===== config.mk =====
export PLATFORM = sky130hd
export DESIGN_NAME = ccff_bitstream_loader_flat
export DESIGN_NICKNAME = d
export VERILOG_FILES = /design/src/rtl/ccff_loader_pkg.sv /design/src/rtl/ccff_bitstream_loader_if.sv /design/src/rtl/ccff_piso.sv /design/src/rtl/ccff_bitstream_loader.sv /design/src/flat_wrapper.sv
export SDC_FILE = /design/constraint.sdc
export NUM_CORES = 1
export LEC_CHECK = 0
export BUFFER_PORTS_ARGS = -buffer_cell sky130_fd_sc_hd__clkbuf_2
export CAP_MARGIN = 10
export CORE_MARGIN = 2
export CORE_UTILIZATION = 30
export CTS_BUF_LIST = sky130_fd_sc_hd__clkbuf_16
export DETAILED_ROUTE_END_ITERATION = 6
export PLACE_DENSITY_LB_ADDON = 0.15
export SETUP_SLACK_MARGIN = 0.4
export SLEW_MARGIN = 30
export SYNTH_ARGS = -nofsm -noshare
export SYNTH_HDL_FRONTEND = slang
export SYNTH_SLANG_ARGS = --single-unit
export TNS_END_PERCENT = 30

===== constraint.sdc =====
create_clock -name prog_clk -period 6.45 [get_ports prog_clk]
set_clock_uncertainty 0.1 [all_clocks]
set_input_delay 0.3225 -clock prog_clk [delete_from_list [all_inputs] [get_ports prog_clk]]
set_output_delay 0.3225 -clock prog_clk [all_outputs]
set_load 0.02 [all_outputs]

===== src/rtl/ccff_loader_pkg.sv =====
// ============================================================================
//  Module      : ccff_loader_pkg
//  Description : Shared state encoding and word-sizing helper for the
//                configuration-chain bitstream loader.
//  Revision    : 1.0 - initial release
// ============================================================================
`default_nettype none

package ccff_loader_pkg;

  typedef enum logic [1:0] {
    IDLE  = 2'd0,
    LOAD  = 2'd1,
    SHIFT = 2'd2,
    DONE  = 2'd3
  } state_e;

  // Number of bits a freshly captured word contributes to the chain.
  function automatic logic [31:0] bits_this_word(input logic [31:0] remaining,
                                                 input logic [31:0] word_w);
    return (remaining < word_w) ? remaining : word_w;
  endfunction

endpackage

`default_nettype wire


===== src/rtl/ccff_bitstream_loader_if.sv =====
// ============================================================================
//  Module      : ccff_bitstream_loader_if
//  Description : Valid/ready bitstream word stream into the chain loader.
//  Revision    : 1.0 - initial release
// ============================================================================
`default_nettype none

interface ccff_bitstream_loader_if #(
  parameter int WORD_W = 8
);

  logic [WORD_W-1:0] s_data;
  logic              s_valid;
  logic              s_ready;

  modport master (
    output s_data,
    output s_valid,
    input  s_ready
  );

  modport slave (
    input  s_data,
    input  s_valid,
    output s_ready
  );

endinterface

`default_nettype wire


===== src/rtl/ccff_piso.sv =====
// ============================================================================
//  Module      : ccff_piso
//  Description : Parallel-in serial-out register, MSB first, with a count of
//                bits still to be presented from the current word.
//  Revision    : 1.0 - initial release
// ============================================================================
`default_nettype none

module ccff_piso #(
  parameter int WORD_W = 8,
  parameter int REM_W  = $clog2(WORD_W + 1)
) (
  input  logic              clk,
  input  logic              rst_n,
  input  logic              clr,
  input  logic              load,
  input  logic [WORD_W-1:0] load_data,
  input  logic [REM_W-1:0]  load_bits,
  input  logic              shift,
  output logic              msb,
  output logic              last
);

  logic [WORD_W-1:0] r_shreg;
  logic [REM_W-1:0]  r_remaining;

  // A load in the same cycle as a shift wins: the outgoing bit is the
  // final one of the old word, so nothing of it needs to be kept.
  always_ff @(posedge clk or negedge rst_n) begin
    if (!rst_n) begin
      r_shreg     <= '0;
      r_remaining <= '0;
    end else if (clr) begin
      r_shreg     <= '0;
      r_remaining <= '0;
    end else if (load) begin
      r_shreg     <= load_data;
      r_remaining <= load_bits;
    end else if (shift && (r_remaining != '0)) begin
      r_shreg     <= r_shreg << 1;
      r_remaining <= r_remaining - 1'b1;
    end
  end

  assign msb  = r_shreg[WORD_W-1];
  assign last = (r_remaining == REM_W'(1));

endmodule

`default_nettype wire


===== src/rtl/ccff_bitstream_loader.sv =====
// ============================================================================
//  Module      : ccff_bitstream_loader
//  Description : Serializes bitstream words MSB-first onto the configuration
//                flip-flop chain and counts exactly CHAIN_LEN bits.
//                Optional CCFF_READBACK_EN adds tail parity/ones readback.
//  Revision    : 1.0 - initial release
// ============================================================================
`default_nettype none

module ccff_bitstream_loader
  import ccff_loader_pkg::*;
#(
  parameter int WORD_W    = 8,
  parameter int CHAIN_LEN = 64,
  parameter int CNT_W     = $clog2(CHAIN_LEN + 1)
) (
  input  logic                  prog_clk,
  input  logic                  prog_rst_n,
  input  logic                  start,
  input  logic                  abort,
  ccff_bitstream_loader_if.slave s_if,
  output logic                  ccff_head,
  output logic                  ccff_shift_en,
  input  logic                  ccff_tail,
  output logic                  busy,
  output logic                  done,
  output logic [CNT_W-1:0]      bit_count
`ifdef CCFF_READBACK_EN
  ,
  output logic                  tail_parity,
  output logic [CNT_W-1:0]      tail_ones
`endif
);

  localparam int REM_W = $clog2(WORD_W + 1);

  state_e            r_state;
  logic              r_shift_en;
  logic              r_busy;
  logic              r_done;
  logic [CNT_W-1:0]  r_bit_count;

  logic              w_piso_msb;
  logic              w_piso_last;
  logic              w_last_bit;
  logic              w_final_bit;
  logic              w_ready;
  logic              w_hs;
  logic              w_start_ok;
  logic              w_abort;
  logic [CNT_W-1:0]  w_bit_count_inc;
  logic [CNT_W-1:0]  w_cap_count;
  logic [CNT_W-1:0]  w_remaining;
  logic [REM_W-1:0]  w_cap_bits;

  assign w_bit_count_inc = r_bit_count + 1'b1;
  assign w_last_bit      = (r_state == SHIFT) && w_piso_last;
  assign w_final_bit     = w_last_bit && (w_bit_count_inc == CNT_W'(CHAIN_LEN));
  assign w_ready         = (r_state == LOAD) || (w_last_bit && !w_final_bit);
  assign w_hs            = s_if.s_valid && w_ready;
  assign w_start_ok      = (r_state == IDLE) && start && !abort;
  assign w_abort         = (r_state != IDLE) && abort;

  // A word captured in the last SHIFT cycle sees the count after that shift.
  assign w_cap_count = (r_state == LOAD) ? r_bit_count : w_bit_count_inc;
  assign w_remaining = CNT_W'(CHAIN_LEN) - w_cap_count;
  assign w_cap_bits  = REM_W'(bits_this_word(32'(w_remaining), 32'(WORD_W)));

  ccff_piso #(
    .WORD_W (WORD_W),
    .REM_W  (REM_W)
  ) u_piso (
    .clk       (prog_clk),
    .rst_n     (prog_rst_n),
    .clr       (w_abort || w_final_bit),
    .load      (w_hs && !abort),
    .load_data (s_if.s_data),
    .load_bits (w_cap_bits),
    .shift     (r_state == SHIFT),
    .msb       (w_piso_msb),
    .last      (w_piso_last)
  );

  always_ff @(posedge prog_clk or negedge prog_rst_n) begin
    if (!prog_rst_n) begin
      r_state     <= IDLE;
      r_shift_en  <= 1'b0;
      r_busy      <= 1'b0;
      r_done      <= 1'b0;
      r_bit_count <= '0;
    end else begin
      r_done <= 1'b0;
      case (r_state)
        IDLE: begin
          if (w_start_ok) begin
            r_state     <= LOAD;
            r_busy      <= 1'b1;
            r_bit_count <= '0;
          end
        end
        LOAD: begin
          if (abort) begin
            r_state <= IDLE;
            r_busy  <= 1'b0;
          end else if (w_hs) begin
            r_state    <= SHIFT;
            r_shift_en <= 1'b1;
          end
        end
        SHIFT: begin
          // The bit on ccff_head this cycle is clocked into the chain even on abort.
          r_bit_count <= w_bit_count_inc;
          if (abort) begin
            r_state    <= IDLE;
            r_shift_en <= 1'b0;
            r_busy     <= 1'b0;
          end else if (w_piso_last) begin
            if (w_final_bit) begin
              r_state    <= DONE;
              r_shift_en <= 1'b0;
              r_busy     <= 1'b0;
              r_done     <= 1'b1;
            end else if (!w_hs) begin
              r_state    <= LOAD;
              r_shift_en <= 1'b0;
            end
          end
        end
        DONE: begin
          r_state <= IDLE;
        end
        default: begin
          r_state    <= IDLE;
          r_shift_en <= 1'b0;
          r_busy     <= 1'b0;
        end
      endcase
    end
  end

  assign s_if.s_ready  = w_ready;
  assign ccff_head     = w_piso_msb;
  assign ccff_shift_en = r_shift_en;
  assign busy          = r_busy;
  assign done          = r_done;
  assign bit_count     = r_bit_count;

`ifdef CCFF_READBACK_EN
  logic             r_tail_parity;
  logic [CNT_W-1:0] r_tail_ones;

  // Tail bits belong to the previously loaded image leaving the chain.
  always_ff @(posedge prog_clk or negedge prog_rst_n) begin
    if (!prog_rst_n) begin
      r_tail_parity <= 1'b0;
      r_tail_ones   <= '0;
    end else if (w_start_ok) begin
      r_tail_parity <= 1'b0;
      r_tail_ones   <= '0;
    end else if (r_shift_en) begin
      r_tail_parity <= r_tail_parity ^ ccff_tail;
      r_tail_ones   <= r_tail_ones + CNT_W'(ccff_tail);
    end
  end

  assign tail_parity = r_tail_parity;
  assign tail_ones   = r_tail_ones;
`else
  logic w_unused_tail;
  assign w_unused_tail = ccff_tail;
`endif

endmodule

`default_nettype wire


===== src/flat_wrapper.sv =====
// flat-port wrapper written by rule: the top's interface ports become plain ports
module ccff_bitstream_loader_flat import ccff_loader_pkg::*;
#(
  parameter int WORD_W    = 8,
  parameter int CHAIN_LEN = 64,
  parameter int CNT_W     = $clog2(CHAIN_LEN + 1)
)
  (prog_clk, prog_rst_n, start, abort, ccff_head, ccff_shift_en, ccff_tail, busy, done, bit_count, s_if_s_data, s_if_s_valid, s_if_s_ready);
  ccff_bitstream_loader_if #(.WORD_W(WORD_W)) s_if_i ();
  input  logic prog_clk;
  input  logic prog_rst_n;
  input  logic start;
  input  logic abort;
  output logic ccff_head;
  output logic ccff_shift_en;
  input  logic ccff_tail;
  output logic busy;
  output logic done;
  output logic [CNT_W-1:0] bit_count;
  input wire logic [$bits(s_if_i.s_data)-1:0] s_if_s_data;
  input wire logic [$bits(s_if_i.s_valid)-1:0] s_if_s_valid;
  output wire logic [$bits(s_if_i.s_ready)-1:0] s_if_s_ready;
  assign s_if_i.s_data = s_if_s_data;
  assign s_if_i.s_valid = s_if_s_valid;
  assign s_if_s_ready = s_if_i.s_ready;
  ccff_bitstream_loader #(.WORD_W(WORD_W), .CHAIN_LEN(CHAIN_LEN), .CNT_W(CNT_W)) u_core (.prog_clk(prog_clk), .prog_rst_n(prog_rst_n), .start(start), .abort(abort), .s_if(s_if_i), .ccff_head(ccff_head), .ccff_shift_en(ccff_shift_en), .ccff_tail(ccff_tail), .busy(busy), .done(done), .bit_count(bit_count));
endmodule

== Word-level counts from Yosys, hierarchy flattened ==
Index checks and enable logic that the tools add are counted.

* Multiplexer cells: 35
* Reduce and logical (&&, ||, !) cells: 24
* Add/sub/neg operators: 3
* Equal/unequal tests: 13
* $lt $le $gt $ge: 1

{| class="wikitable"
|+ Operators with widths
! cell !! count
|-
| $mux W8 || 3
|-
| $mux W4 || 4
|-
| $mux W1 || 15
|-
| $mux W2 || 7
|-
| $mux W7 || 2
|-
| $pmux W7 S2 || 1
|-
| $reduce_and A5 Y1 || 2
|-
| $logic_and A1 B1 Y1 || 9
|-
| $ne A3 B2 Y1 const B || 3
|-
| $pmux W2 S4 || 1
|-
| $add A7 B1 Y7 const B || 1
|-
| $eq A7 B7 Y1 const B || 1
|-
| $lt A7 B4 Y1 const B || 1
|-
| $sub A7 B7 Y7 const A || 1
|-
| $reduce_bool A2 Y1 || 3
|-
| $reduce_bool A3 Y1 || 2
|-
| $eq A2 B2 Y1 const B || 2
|-
| $eq A4 B1 Y1 const B || 1
|-
| $ne A2 B1 Y1 const B || 2
|-
| $ne A2 B2 Y1 const B || 2
|-
| $ne A4 B3 Y1 const B || 1
|-
| $reduce_and A4 Y1 || 1
|-
| $reduce_bool A4 Y1 || 1
|-
| $sub A4 B1 Y4 const B || 1
|-
| other kinds (7) || 9
|}

* Bits of input ports: 14
* Flip-flop bits (word level): 24

== Logic depth before layout (Yosys ltp) ==
* Word-level depth: 12
* Gate-level depth with buffers: 10
* Mapped depth without buffers: 9

== By module ==
A second synthesis with hierarchy kept.

* Cells, all modules: 230
* Area total of the unflattened synthesis: 1994.4 µm²

{| class="wikitable"
|+ By module, submodules not included
! module !! cells each !! times used !! area each (µm²)
|-
| ccff_bitstream_loader || 153 || 1 || 1270.0
|-
| ccff_piso || 77 || 1 || 724.4
|}

== Worst setup path after synthesis ==
No wires, ideal clock.

* Kind: reg-to-reg
* Start point: register u_core.r_bit_count[1] (netlist: u_core.bit_count[1])
* End point: register u_core.u_piso.r_remaining[2]
* Required time: 6.230 ns
* Arrival: 2.085 ns
* Setup time: 0.120 ns
* Stages on the path, launching flop included: 9
* Slack: 4.145 ns
* Clock period less this slack: 2.305 ns
* Path through: dfrtp_1 > ha_1 > and3_4 > and3_1 > o211a_2 > a41o_1 > buf_6 > nor3_2 > a41o_1

* Longest elaborated chain between the ends: 10
* Elaborated cells between the ends (all ways): 16
* Classes of those cells: add/sub (2); order compare (1); eq/ne (1); mux (4); reduce/logical (8)

{| class="wikitable"
|+ Ends and longest elaborated chain
! item !! line !! RTL
|-
| from (decl) || ccff_bitstream_loader.sv:41 || <nowiki>logic [CNT_W-1:0] r_bit_count;</nowiki>
|-
| from (signal assigned) || ccff_bitstream_loader.sv:112 || <nowiki>r_bit_count <= w_bit_count_inc;</nowiki>
|-
| branches (longest 10 deep; another with $add A7 B1 Y7) || n/a ||
|-
| to (signal assigned) || ccff_piso.sv:38 || <nowiki>r_remaining <= load_bits;</nowiki>
|-
| to (signal assigned) || ccff_piso.sv:41 || <nowiki>r_remaining <= r_remaining - 1'b1;</nowiki>
|-
| to (decl) || ccff_piso.sv:25 || <nowiki>logic [REM_W-1:0] r_remaining;</nowiki>
|}

Several ways; the timed one is not identified.
A chain may end at the register's enable or synchronous reset.

== Final worst setup path ==
* Start point: register u_core.r_bit_count[0] (netlist: u_core.bit_count[0])
* End point: output s_if_s_ready

* Longest elaborated chain between the ends: 6

{| class="wikitable"
|+ Ends and longest elaborated chain
! item !! line !! RTL
|-
| $add A7 B1 Y7 || ccff_bitstream_loader.sv:56 || <nowiki>assign w_bit_count_inc = r_bit_count + 1'b1;</nowiki>
|-
| $eq A7 B7 Y1 || ccff_bitstream_loader.sv:58 || <nowiki>assign w_final_bit = w_last_bit && (w_bit_count_inc == CNT_W'(CHAIN_LEN));</nowiki>
|-
| $logic_and A1 B1 Y1 || ccff_bitstream_loader.sv:58 ||
|-
| $logic_not A1 Y1 || ccff_bitstream_loader.sv:59 || <nowiki>assign w_ready = (r_state == LOAD) || (w_last_bit && !w_final_bit);</nowiki>
|-
| $logic_and A1 B1 Y1 || ccff_bitstream_loader.sv:59 ||
|-
| $logic_or A1 B1 Y1 || ccff_bitstream_loader.sv:59 ||
|-
| to (decl) || flat_wrapper.sv:22 || <nowiki>output wire logic [$bits(s_if_i.s_ready)-1:0] s_if_s_ready;</nowiki>
|}

No other way between the ends.

==> results.yml <==
yosys:
  ys_warn_count: 0
  synth_area_leaders: "dfrtp_1 (34%), ha_1 (6.3%), mux2i_1 (5.6%), nor2_1 (3.6%), xnor2_1 (3.4%)"
  syn_nets: 219
  synth_top_family_by_area: "compound AO/OA/AOI/OAI gates"
  yosys.area.top_type: "dfrtp_1"
  yosysMostFrequentCell: "dfrtp_1"
  ys_async_sr_fraction: 1.000
  seq_area_frac_synth: 0.3354
  syn_area_um2: 1790
  synth_compound_area_frac: 0.2348
  post_synth_inst_count: 196
  synthAdderAreaFrac: 0.06289
  synth.distinct_cells: 54
  synthSimpleGateAreaFrac: 0.1845
  synth_top_area_frac: 0.3354
  ys_ff_latch: 24
  synth_top_cells_by_count: "dfrtp_1 (24), nor2_1 (17), nand2_1 (16)"
  synth-xor-area-share: 0.05870
  synthMuxAreaShare: 0.05590
  ys.flop_type: "dfrtp_1"
  synth-edff-count: 0
  syn_avg_cell_area_um2: 9.135
routing:
  drt.antenna.violating_nets: 0
  drt_iter0_drc: 47
  wl_mm: 4.048
  post_drt_wl_per_cell_um: 14.10
  post-route-drc-count: 0
  via_count: 1469
  vias_per_cell: 5.118
  drtPass1Iterations: 4
sta:
  worst_pin_slew_ns: 0.7013
  rsz0062_at_grt: "no"
  min_period_ns: 2.855
  setup_viol: 0
  final.setup.tns_ns: 0
  timing.final.crit_share: 0.4426
  finalHoldViolCount: 24
  timing.hold.ws_ns: -0.03921
  max_freq_mhz: 350.3
  slew_violations: 0
  fin_ws_ns: 3.595
  max_slew_margin: 0.5325
worst_setup_path:
  startpoint_type: "flop"
  crit_path_end_kind: "output pin"
  crit_top_cell: "nand2_1"
  crit_chain: "ha_1 -> and2_1 -> nand2_1 -> o22ai_2 -> nand3_1 -> nand2_1 -> nand2_1 -> clkbuf_2"
  cp.arrival_ns: 2.43
  r2r_start: "u_core.bit_count[0]"
  worstReg2RegEnd: "u_core.u_piso.r_remaining[0]"
  cp.required_ns: 6.03
  worst_path_largest_cell_delay_ns: 0.58
  worstPathMaxFanout: 11
  worstSetupPathType: "reg -> out"
  crit_slowest_cell: "dfrtp_1"
  r2r_cells: 7
  ff2ff_setup_slack_ns: 3.67
final_layout:
  drive_gt1_frac: 0.1887
  fin_area_um2: 2043
  fin_nets: 236
  antenna_cells: 0
  nFillCells: 621
  areaGrowthSynthToFinish_pct: 14.12
outcome:
  status: "finished with violations"
  violations: "hold timing"
run:
  maxCapViolations: 0
clocking:
  cts_hold_buf: 0
  clock_insertion_delay_worst_skew_ns: 0.27
  cts_resized: 0
  h-tree-depth: 1
  clock_sinks: 24
  cts_buffer_depth: 2
  path_clk_slew_ns: 0.07
  post_cts.repair.setup_buffers: 0
  cts_tree: "built"
  cts_made_buffers: 3
  cts_root_buf: "clkbuf_16"
placed_design:
  gp_congestion: 0.7653
  dpl.hpwl_mm: 2.964
  place_area_um2: 1938
  portBuffers: 24
  dp_slack_ns: 3.654
worst_hold_path:
  worst_hold_path_type: "in -> async"
floorplan:
  core-area_um2: 5851
  rows: 28
  fp.dieArea_um2: 6602
  ios: 26
  initial_utilization: 0.3060
  die_y_um: 81.26
  die_x_um: 81.26
pwr:
  power_density_nw_per_um2: 375.4
  p_leak_nw: 0.9744
  peakVddDrop_mv: 0.1515
  total_power_uw: 767.1
grt:
  grt_max_degree: 25
  grt_pass1_wl_mm: 7.065
  grt_overflow: 0
  antenna_found_initial: 0
  grt_usage: 0.1373
  grt_pass1_vias: 1441
-- where the power goes --
group | total [mW] | switching, mW | internal, mW | leakage, nW
logic | 0.344 | 0.208 | 0.137 | 0.606
clock network | 0.187 | 0.0631 | 0.124 | 0.0511
registers | 0.236 | 0.0387 | 0.197 | 0.318
-- cell usage in the layout, fill, tap and decap left out, drive strengths merged, types with 2 or more instances in the layout --
master | Yosys | layout
mux2i | 10 | 10
and3 | 3 | 3
o31ai | 2 | 2
xnor2 | 7 | 7
xor2 | 5 | 5
a31oi | 2 | 2
inv | 11 | 11
a21o | 2 | 2
nor3 | 4 | 4
nand4 | 2 | 2
or3 | 2 | 2
nand2 | 16 | 16
nand3 | 6 | 6
o21ai | 11 | 11
o22ai | 3 | 3
a41o | 5 | 5
a21oi | 11 | 11
a211oi | 8 | 8
dfrtp | 24 | 24
nor2 | 17 | 17
and2 | 2 | 2
ha | 9 | 9
a41oi | 3 | 3
clkbuf | 4 | 27
nor2b | 2 | 2
nor3b | 3 | 3
-- sequential cells by signal, summed over array words and instances (netlist names) --
name and cells:
u_core.u_piso.r_remaining 4, u_core.busy 1, u_core.done 1, u_core.bit_count 7, u_core.r_state 2, u_core.u_piso.r_shreg 8
u_core.ccff_shift_en 1
-- metrics by stage --
| stage | hold WS [ns] | instances | utilization |
|---|---|---|---|
| 5_1_grt | 0.02610 | 287 | 0.3492 |
| 3_3_place_gp | 0.2897 | 283 | 0.3298 |
| 2_1_floorplan | -0.07309 | 196 | - |
| 3_5_place_dp | 0.2872 | 283 | 0.3313 |
| 6_report | -0.03921 | 287 | 0.3492 |
| 4_1_cts | 0.003843 | 287 | 0.3492 |
-- cells by family after synthesis --
group | after synthesis
AND/OR/NAND/NOR | 63
AO/OA/AOI/OAI | 55
flip-flops | 24
buffers and inverters | 23
XOR/XNOR | 12
multiplexers | 10
adder cells (fa/ha/maj) | 9
-- final cells by class --
type,instances,area (um2),share of cell area
clock inverters,1,30.03,0.01470
inverters,11,41.29,0.02021
multi-input cells,149,1082,0.5297
flip-flops and latches,24,600.6,0.2939
clock buffers,3,75.07,0.03674
repair buffers,24,120.1,0.05879
well taps,75,93.84,0.04593
-- layer usage --
metal  wire, um  GRT usage  vias to the layer above  share of wire
li1           -          -                      744              -
met1       2045     0.2038                      700           0.51
met2       1853     0.2099                       20           0.46
met3         98    0.01667                        5          0.024
met4         50    0.03559                        0          0.012
met5          0          0                        -              0
-- critical path, delay by kind of cell, from the launching register on --
kind            cells  cell delay [ns]
buf+inv             1             0.16
fa+ha+maj           1             0.36
flops               1             0.58
compound gates      1             0.38
simple gates        5             0.69
-- how the worst max path moves through the flow --
stage	from	depth (start not counted)	slack [ns]	to
after floorplan	u_core.bit_count[1]	8	4.15	u_core.u_piso.r_remaining[2]
after global placement	u_core.bit_count[0]	7	3.67	u_core.u_piso.r_remaining[0]
after detailed placement	u_core.bit_count[0]	7	3.65	u_core.u_piso.r_remaining[0]
after CTS	u_core.bit_count[0]	8	3.59	s_if_s_ready
after global routing	u_core.bit_count[0]	8	3.39	s_if_s_ready
final	u_core.bit_count[0]	8	3.60	s_if_s_ready
(Power assumes the default switching activity.)
